### config.mk
export PLATFORM = sky130hd
export DESIGN_NAME = cdb_broadcast_queue
export DESIGN_NICKNAME = d
export VERILOG_FILES = /design/src/rtl/cdb_broadcast_queue.sv
export SDC_FILE = /design/constraint.sdc
export NUM_CORES = 1
export LEC_CHECK = 0
export CAP_MARGIN = 20
export CORE_MARGIN = 10
export CORE_UTILIZATION = 58
export DETAILED_ROUTE_END_ITERATION = 6
export PLACE_DENSITY = 0.82
export SLEW_MARGIN = 25
export SYNTH_ARGS = -nofsm -noshare
export SYNTH_HDL_FRONTEND = slang
export SYNTH_SLANG_ARGS = --single-unit
### constraint.sdc
create_clock -name clk -period 18.6 [get_ports clk]
set_clock_uncertainty 0.2 [all_clocks]
set_input_delay 3.72 -clock clk [delete_from_list [all_inputs] [get_ports clk]]
set_output_delay 3.72 -clock clk [all_outputs]
set_load 0.02 [all_outputs]
### src/rtl/cdb_broadcast_queue.sv
// cdb_broadcast_queue
//   Collects finished results from NUM_FU functional units, picks one per
//   cycle round-robin, buffers it in a DEPTH-entry FIFO and presents the FIFO
//   head on the common data bus.
//
//   Handshake semantics (both sides follow strict valid/ready rules):
//     FU side : fu_done[i] is the valid and is held with its payload until
//               fu_queued[i] is seen; fu_queued[i] is the ready and is a
//               one-hot combinational grant. A transfer happens in a cycle
//               where both are high.
//     CDB side: cdb_valid/cdb_tag/cdb_data describe the head entry; the
//               entry leaves in any cycle where cdb_valid & cdb_ready.
//               cdb_ready is ignored while cdb_valid is low.
//
//   Optional feature macro: CDB_BYPASS_EN
//     When defined, a grant into an empty queue with cdb_ready high is
//     forwarded straight onto the CDB in the same cycle and not stored.
module cdb_broadcast_queue #(
    parameter int DATA_WIDTH = 32,
    parameter int TAG_WIDTH  = 7,
    parameter int NUM_FU     = 4,
    parameter int DEPTH      = 8
) (
    input  logic                          clk,
    input  logic                          rst,
    input  logic [NUM_FU-1:0]             fu_done,
    input  logic [NUM_FU*TAG_WIDTH-1:0]   fu_tag,
    input  logic [NUM_FU*DATA_WIDTH-1:0]  fu_result,
    output logic [NUM_FU-1:0]             fu_queued,
    output logic                          cdb_valid,
    output logic [TAG_WIDTH-1:0]          cdb_tag,
    output logic [DATA_WIDTH-1:0]         cdb_data,
    input  logic                          cdb_ready,
    output logic [$clog2(DEPTH):0]        occupancy
);

    localparam int PTR_W   = $clog2(DEPTH);
    localparam int OCC_W   = PTR_W + 1;
    localparam int RR_W    = $clog2(NUM_FU);
    localparam int ENTRY_W = TAG_WIDTH + DATA_WIDTH;

    logic [ENTRY_W-1:0] mem [DEPTH];
    logic [PTR_W-1:0]   rd_ptr;
    logic [PTR_W-1:0]   wr_ptr;
    logic [RR_W-1:0]    rr_ptr;

    logic               fifo_pop;
    logic               fifo_push;
    logic               can_accept;
    logic               bypass;
    logic               grant_any;
    logic [RR_W-1:0]    grant_idx;
    logic [RR_W:0]      scan_idx;
    logic [ENTRY_W-1:0] new_entry;
    logic [ENTRY_W-1:0] head_entry;

    // A pop frees a slot in the same cycle, so a full queue can still accept.
    assign fifo_pop   = (occupancy != '0) & cdb_ready;
    assign can_accept = (occupancy < OCC_W'(DEPTH)) | fifo_pop;

    // Round-robin scan starting at rr_ptr; the first requester wins.
    // Grants are suppressed while in reset or when there is no room.
    always_comb begin
        grant_any = 1'b0;
        grant_idx = '0;
        scan_idx  = '0;
        for (int k = 0; k < NUM_FU; k++) begin
            scan_idx = {1'b0, rr_ptr} + (RR_W+1)'(k);
            if (scan_idx >= (RR_W+1)'(NUM_FU)) begin
                scan_idx = scan_idx - (RR_W+1)'(NUM_FU);
            end
            if (!grant_any && fu_done[scan_idx[RR_W-1:0]]) begin
                grant_any = 1'b1;
                grant_idx = scan_idx[RR_W-1:0];
            end
        end
        if (rst || !can_accept) begin
            grant_any = 1'b0;
        end
    end

    // One-hot grant back to the winning FU.
    always_comb begin
        fu_queued = '0;
        if (grant_any) begin
            fu_queued[grant_idx] = 1'b1;
        end
    end

    assign new_entry  = {fu_tag[grant_idx*TAG_WIDTH +: TAG_WIDTH],
                         fu_result[grant_idx*DATA_WIDTH +: DATA_WIDTH]};
    assign head_entry = mem[rd_ptr];

`ifdef CDB_BYPASS_EN
    // Empty queue, fresh grant and a ready consumer: skip the storage.
    assign bypass = grant_any & (occupancy == '0) & cdb_ready;
`else
    assign bypass = 1'b0;
`endif

    assign fifo_push = grant_any & ~bypass;

    // CDB shows the FIFO head, or the forwarded entry when bypassing.
    always_comb begin
        cdb_valid = (occupancy != '0) | bypass;
        if (bypass) begin
            {cdb_tag, cdb_data} = new_entry;
        end else begin
            {cdb_tag, cdb_data} = head_entry;
        end
    end

    // Pointers, occupancy and round-robin pointer; reset drops all entries.
    always_ff @(posedge clk) begin
        if (rst) begin
            rd_ptr    <= '0;
            wr_ptr    <= '0;
            occupancy <= '0;
            rr_ptr    <= '0;
        end else begin
            if (fifo_push) begin
                wr_ptr <= wr_ptr + 1'b1;
            end
            if (fifo_pop) begin
                rd_ptr <= rd_ptr + 1'b1;
            end
            if (fifo_push && !fifo_pop) begin
                occupancy <= occupancy + 1'b1;
            end else if (fifo_pop && !fifo_push) begin
                occupancy <= occupancy - 1'b1;
            end
            if (grant_any) begin
                if (grant_idx == RR_W'(NUM_FU-1)) begin
                    rr_ptr <= '0;
                end else begin
                    rr_ptr <= grant_idx + 1'b1;
                end
            end
        end
    end

    // Entry storage; contents are don't-care until written.
    always_ff @(posedge clk) begin
        if (fifo_push) begin
            mem[wr_ptr] <= new_entry;
        end
    end

endmodule

# Word-level counts from Yosys, hierarchy flattened
# Memory sizes are Yosys's and may differ from the RTL's. A register that Yosys moved wholly into a read port is not among the register bits.
# Index checks and enable logic that the tools add are counted.
[classes] reduce_logical=15 shift=2 add_sub_neg=12 multipliers=1 magnitude_cmp=11 bitwise=2 n_eq_ne=1 muxes=31
[ops] cell="indexed part select 128 x 8 -> 32 bit" n=1
[ops] cell="indexed part select 28 x 6 -> 7 bit" n=1
[ops] cell="two-way mux 2 bit" n=9
[ops] cell="< comparator 2 x 3 -> 1 bit, second input constant" n=5
[ops] cell="two-way mux 1 bit" n=12
[ops] cell="two-way mux 4 bit" n=3
[ops] cell="greater-or-equal comparator 3 bit, second input constant" n=3
[ops] cell="binary-select mux 1 bit (select 2 bit)" n=4
[ops] cell="subtractor 2 x 1 -> 2 bit, second input constant" n=4
[ops] cell="adder 2 x 2 -> 3 bit, second input constant" n=2
[ops] cell="adder 3 x 1 -> 3 bit, second input constant" n=2
[ops] cell="logical AND 1 bit" n=6
[ops] cell="zero test 1 bit" n=6
[ops] cell="two-way mux 3 bit" n=2
[ops] cell="multiplier 2 x 3 -> 5 bit, second input constant" n=1
[ops] cell="adder 4 x 1 -> 4 bit, second input constant" n=1
[ops] cell="< comparator 4 bit, second input constant" n=1
[ops] cell="nonzero test 4 bit" n=1
[ops] cell="subtractor 4 x 1 -> 4 bit, second input constant" n=1
[ops] cell="adder 2 x 1 -> 3 bit, second input constant" n=1
[ops] cell="greater-or-equal comparator 2 x 3 -> 1 bit, second input constant" n=1
[ops] cell="adder 2 x 1 -> 2 bit, second input constant" n=1
[ops] cell="demux 1 bit (select 2 bit)" n=1
[ops] cell="== test 2 bit, second input constant" n=1
[ops] cell="other kinds (5)" n=5
[word_totals] in_bits=163 ramBits=312 wordCells=80 memories=1 reg_bits=12 out_inout_bits=48
[mem_list] name="mem" depth=8 word_bits=39 read_ports=1 rd_ports_with_merged_regs=1 wr=1 line_no="42" source="logic [ENTRY_W-1:0] mem [DEPTH];"

# Longest topological paths before layout
[logic_depth] ltp_word=19 mapped_depth=13 ltp_nobuf=12

# Least setup slack after synthesis
# OpenSTA, ideal clock, no wires.
[synth_path] path_kind="input to register" startpoint="input port cdb_ready" endpoint="memory mem[4][0] in the netlist's numbering (enable)" required_time_ps=17854 path_slack_ps=9671 setup_time_ps=546 arrival_ps=8183 path_buffers=0 cell_stages=4 path_cell_list="inv_1 a21oi_1 nand2b_1 nor4b_1"
[synth_via] elab_chain_cells=7
[synth_rtl] item="from (decl)" line_no="33" source="input logic cdb_ready,"
[synth_rtl] item="AND 1 bit" line_no="58" source="assign fifo_pop = (occupancy != '0) & cdb_ready;"
[synth_rtl] item="bitwise OR 1 bit" line_no="59" source="assign can_accept = (occupancy < OCC_W'(DEPTH)) | fifo_pop;"
[synth_rtl] item="zero test 1 bit" line_no="77" source="if (rst || !can_accept) begin"
[synth_rtl] item="logical OR 1 bit" line_no="77"
[synth_rtl] item="two-way mux 1 bit" line_no="77"
[synth_rtl] item="two-way mux 1 bit" line_no="144" source="if (fifo_push) begin"
[synth_rtl] item="two-way mux 1 bit (not written as such)" line_no="145" source="mem[wr_ptr] <= new_entry;"
[synth_rtl] item="to (decl)" line_no="42"
# No other way between the ends.

# Worst setup path after layout
[layout_path] startpoint="input port fu_done[0]" endpoint="output port fu_queued[0]"
[layout_via] elab_chain_cells=17 elab_cells_between_ends=29 cone_classes="order compare: 2; mux: 20; reduce/logical: 7"
[layout_rtl] item="from (decl)" line_no="26" source="input logic [NUM_FU-1:0] fu_done,"
[layout_rtl] item="binary-select mux 1 bit (select 2 bit)" line_no="72" source="if (!grant_any && fu_done[scan_idx[RR_W-1:0]]) begin"
[layout_rtl] item="two-way mux 1 bit (not written as such)" line_no="72"
[layout_rtl] item="two-way mux 1 bit" line_no="72"
[layout_rtl] item="zero test 1 bit" line_no="72"
[layout_rtl] item="logical AND 1 bit" line_no="72"
[layout_rtl] item="two-way mux 1 bit" line_no="72"
[layout_rtl] item="zero test 1 bit" line_no="72"
[layout_rtl] item="logical AND 1 bit" line_no="72"
[layout_rtl] item="two-way mux 1 bit" line_no="72"
[layout_rtl] item="zero test 1 bit" line_no="72"
[layout_rtl] item="logical AND 1 bit" line_no="72"
[layout_rtl] item="two-way mux 2 bit" line_no="72"
[layout_rtl] item="< comparator 2 x 3 -> 1 bit (not written as such) or greater-or-equal comparator 2 x 1 -> 1 bit (tied branches)" line_no="86" source="fu_queued[grant_idx] = 1'b1;"
[layout_rtl] item="logical AND 1 bit (not written as such)" line_no="86"
[layout_rtl] item="two-way mux 1 bit (not written as such)" line_no="86"
[layout_rtl] item="demux 1 bit (select 2 bit)" line_no="86"
[layout_rtl] item="two-way mux 4 bit *" line_no="85" source="if (grant_any) begin"
[layout_rtl] item="to (decl)" line_no="29" source="output logic [NUM_FU-1:0] fu_queued,"
# Mark *: on every way between the ends. The rest lies on a longest branch, timed or not. The select of a mux whose other input is x is not followed.

==> results.txt <==
- After the last flow step, the layout net total stands at 1071.
- CTS clk-pin slew, worst paths: 60 ps
- The worst setup path is of the in -> out kind.
- The first routing iteration left 626 violations.
* Finish-stage setup viols: 0
- Net Count, Synth: 854
- STA classifies the critical path startpoint as an input pin.
- Arr. time, crit path: 6230 ps
* Clk sinks: 327
* Share of the synthesized area in the top cell type: 67.3%
- Fill cells in the final layout number 1366.
* Vias in the first global route: 8155
- Starting utilization of the core area: 59.2%
- The final max-slew violation count was 0.
* Total Routed Length: 32200 um
- Height of the chip: 175 um
- Worst-Margin Slew: 848 ps
* Remaining routing DRC violations: 0
- Leading cell type in the layout, fill and taps excluded: sky130_fd_sc_hd__edfxtp_1
* Clock buffer count from CTS: 30
- The initialized floorplan defines 56 standard-cell rows.
* H-Tree Level Count: 1
* Count of port buffers added during placement: 210
- Class of the tightest hold or removal check: reg -> reg
* Layout overhead on the synthesized area: 24.0%
- The biggest area contributor in the post-synthesis netlist is sky130_fd_sc_hd__edfxtp_1.
- Kind of capture point of the worst setup path: primary output
- The longest clock path from root to sink contains 3 buffers.
* Via-per-instance ratio: 5.94
- The library cells used most frequently in the layout, excluding fill and tap cells, are sky130_fd_sc_hd__edfxtp_1 (312), sky130_fd_sc_hd__clkdlybuf4s50_1 (210), sky130_fd_sc_hd__mux2i_1 (119), sky130_fd_sc_hd__mux4_2 (78), sky130_fd_sc_hd__clkbuf_16 (31).
- For this design the ratio of total power to cell area is 136 mW/mm^2.
* Worst-skew pair later-pin latency: 550 ps
* Clock tree root buffer cell: sky130_fd_sc_hd__clkbuf_16
- The core region is 0.0235 sq mm.
* Flip-flop and latch count after synthesis: 327
* Run status: finished clean
- After synthesis, the mean cell area works out to 20.5 sq um.
* Overall die area: 0.0306 sq mm
- For this run, the detailed router's first-pass iteration total came to 4.
- In the finished design, the share of the clock period the worst path needs comes to 54.6%.
- Number of warnings reported in the yosys synthesis log: 0
- Max frequency: 98.5 MHz
- Worst Path Max Fanout: 38
- MaxCap Viol Count: 0
- Of the synthesized area, sequential elements account for 69.4%.
- Via total after detailed routing: 7362
* Accumulated negative setup slack: 0 ps
- Total half-perimeter wirelength after legalization and detailed placement: 19300 um
- The count of nets left with antenna violations once routing finished came out at 0.
* Proportion of layout cells with a drive suffix above 1: 19.8%
* Worst hold margin: 299 ps
- Gp weighted congestion: 0.770
* Initial antenna violation count: 0
- For the worst setup path, the data required time is 14680 ps.
* Worst vdd rail ir drop: 116 uV
- Overall Global Routing Usage: 20.8%
- Maximum number of pins on one net before global-route repair: 57
* Top cells by area, synth: sky130_fd_sc_hd__edfxtp_1 (67%), sky130_fd_sc_hd__mux4_2 (13%), sky130_fd_sc_hd__mux2i_1 (8.6%)
* Cells resized by post-CTS repair: 0
- Headroom to the max-slew limit came out at 43.3%.
- TritonCTS clock tree: built
- The worst path needs 10150 ps of the cycle, external delays included.
- Hold buffer count at CTS: 0
- Gate count after technology mapping: 681
- 0 antenna diodes ended up in the layout.
* Chip Width: 175 um
- Number of setup buffers added after CTS: 0
- Number of failing hold endpoints at the final stage: 0
* I/O pin count: 211
- After synthesis the cells add up to 0.0139 sq mm.
- Global-route wire length before repair: 48800 um
- The analysis attributes to cell leakage a power of 5.76 nW.
* WL per Instance: 25.9 um
* Unrepaired setup endpoints after global routing: no
* Netlist cell types: 34
* Remaining Overflow, GRT: 0
==> cell type report <==
class | instances | area (sq um) | share of cell area [%]
clock buffers | 38 | 802 | 4.64
multi-input cells | 308 | 4020 | 23.3
flip-flops and latches | 327 | 9680 | 56.0
clock inverters | 17 | 124 | 0.717
repair buffers | 223 | 2220 | 12.8
inverters | 8 | 30.0 | 0.174
well taps | 319 | 399 | 2.31
==> synthesized netlist by cell type, drive strengths merged <==
library cell	instances
mux4	78
dfxtp	15
o21ai	2
a21o	1
a21boi	1
nand3	4
nor4b	2
clkbuf	10
or3	1
xnor2	3
nor3	2
and2	4
fa	1
nand2	9
nor2	11
buf	28
nand2b	1
inv	8
ha	9
a21oi	10
o2bb2a	1
xor2	4
edfxtp	312
or4	1
nor3b	2
nor4	2
mux2	39
mux2i	119
o22ai	1
==> metrics by stage <==
step                instances  area [sq um]  utilization, %  setup slack (ps)  power, mW
floorplan                 681         13900               -              9670       1.53
global placement         1184         16300            69.3              8550       1.74
detailed placement       1185         16300            69.4              8420       1.78
CTS                      1240         17300            73.4              8410       2.37
global route             1240         17300            73.4              8270       2.44
finish                   1240         17300            73.4              8450       2.35
==> where the power goes <==
part           leakage (nW)  switching (mW)  internal [mW]
registers              2.96          0.0532          0.947
clock network         0.456           0.250          0.330
logic                  2.35           0.381          0.386
total                  5.76           0.684           1.66
==> path summary, 6_finish.rpt <==
| kind | to | slack, ps | depth (start not counted) | startpoint |
|---|---|---|---|---|
| max | fu_queued[0] | 8450 | 8 | fu_done[0] |
| min | flop | 300 | 2 | rd_ptr[1]$_SDFFE_PP0P_ |
| max reg2reg | mem[4][33]$_DFFE_PP_ | 15100 | 6 | rr_ptr[1]$_SDFFE_PP0N_ |
| min reg2reg | flop | 300 | 2 | rd_ptr[1]$_SDFFE_PP0P_ |
==> critical path, cell delays in order <==
cell and delay [ps]:
sky130_fd_sc_hd__clkdlybuf4s50_1 470, sky130_fd_sc_hd__a21oi_1 140, sky130_fd_sc_hd__o21ai_0 110, sky130_fd_sc_hd__o2bb2a_4 700
sky130_fd_sc_hd__inv_1 160, sky130_fd_sc_hd__ha_1 240, sky130_fd_sc_hd__and2_1 130, sky130_fd_sc_hd__clkdlybuf4s50_1 540
==> logic make-up after synthesis <==
group                      share of synthesized area, %
AOI/OAI and AO/OA                                 0.683
xor gates and xnor gates                          0.440
adders and majority gates                         0.952
buffers and inverters                              2.24
DFF                                                69.4
muxes                                              24.9
and+or+nand+nor                                    1.40
==> sequential cells by signal (all words and copies together) (netlist names), named ones only <==
| name | flops |
|---|---|
| rr_ptr | 2 |
| wr_ptr | 3 |
| rd_ptr | 3 |
| occupancy | 4 |
| mem | 312 |
==> layer usage <==
| metal | up-vias | track usage (%) | share of wire (%) |
|---|---|---|---|
| li1 | 3221 | - | - |
| met5 | - | 0 | 0 |
| met3 | 51 | 3.66 | 6.5 |
| met1 | 3781 | 24.7 | 37 |
| met2 | 309 | 37.7 | 54 |
| met4 | 0 | 6.71 | 2.2 |
No activity file was read; power rests on OpenSTA's default activity.
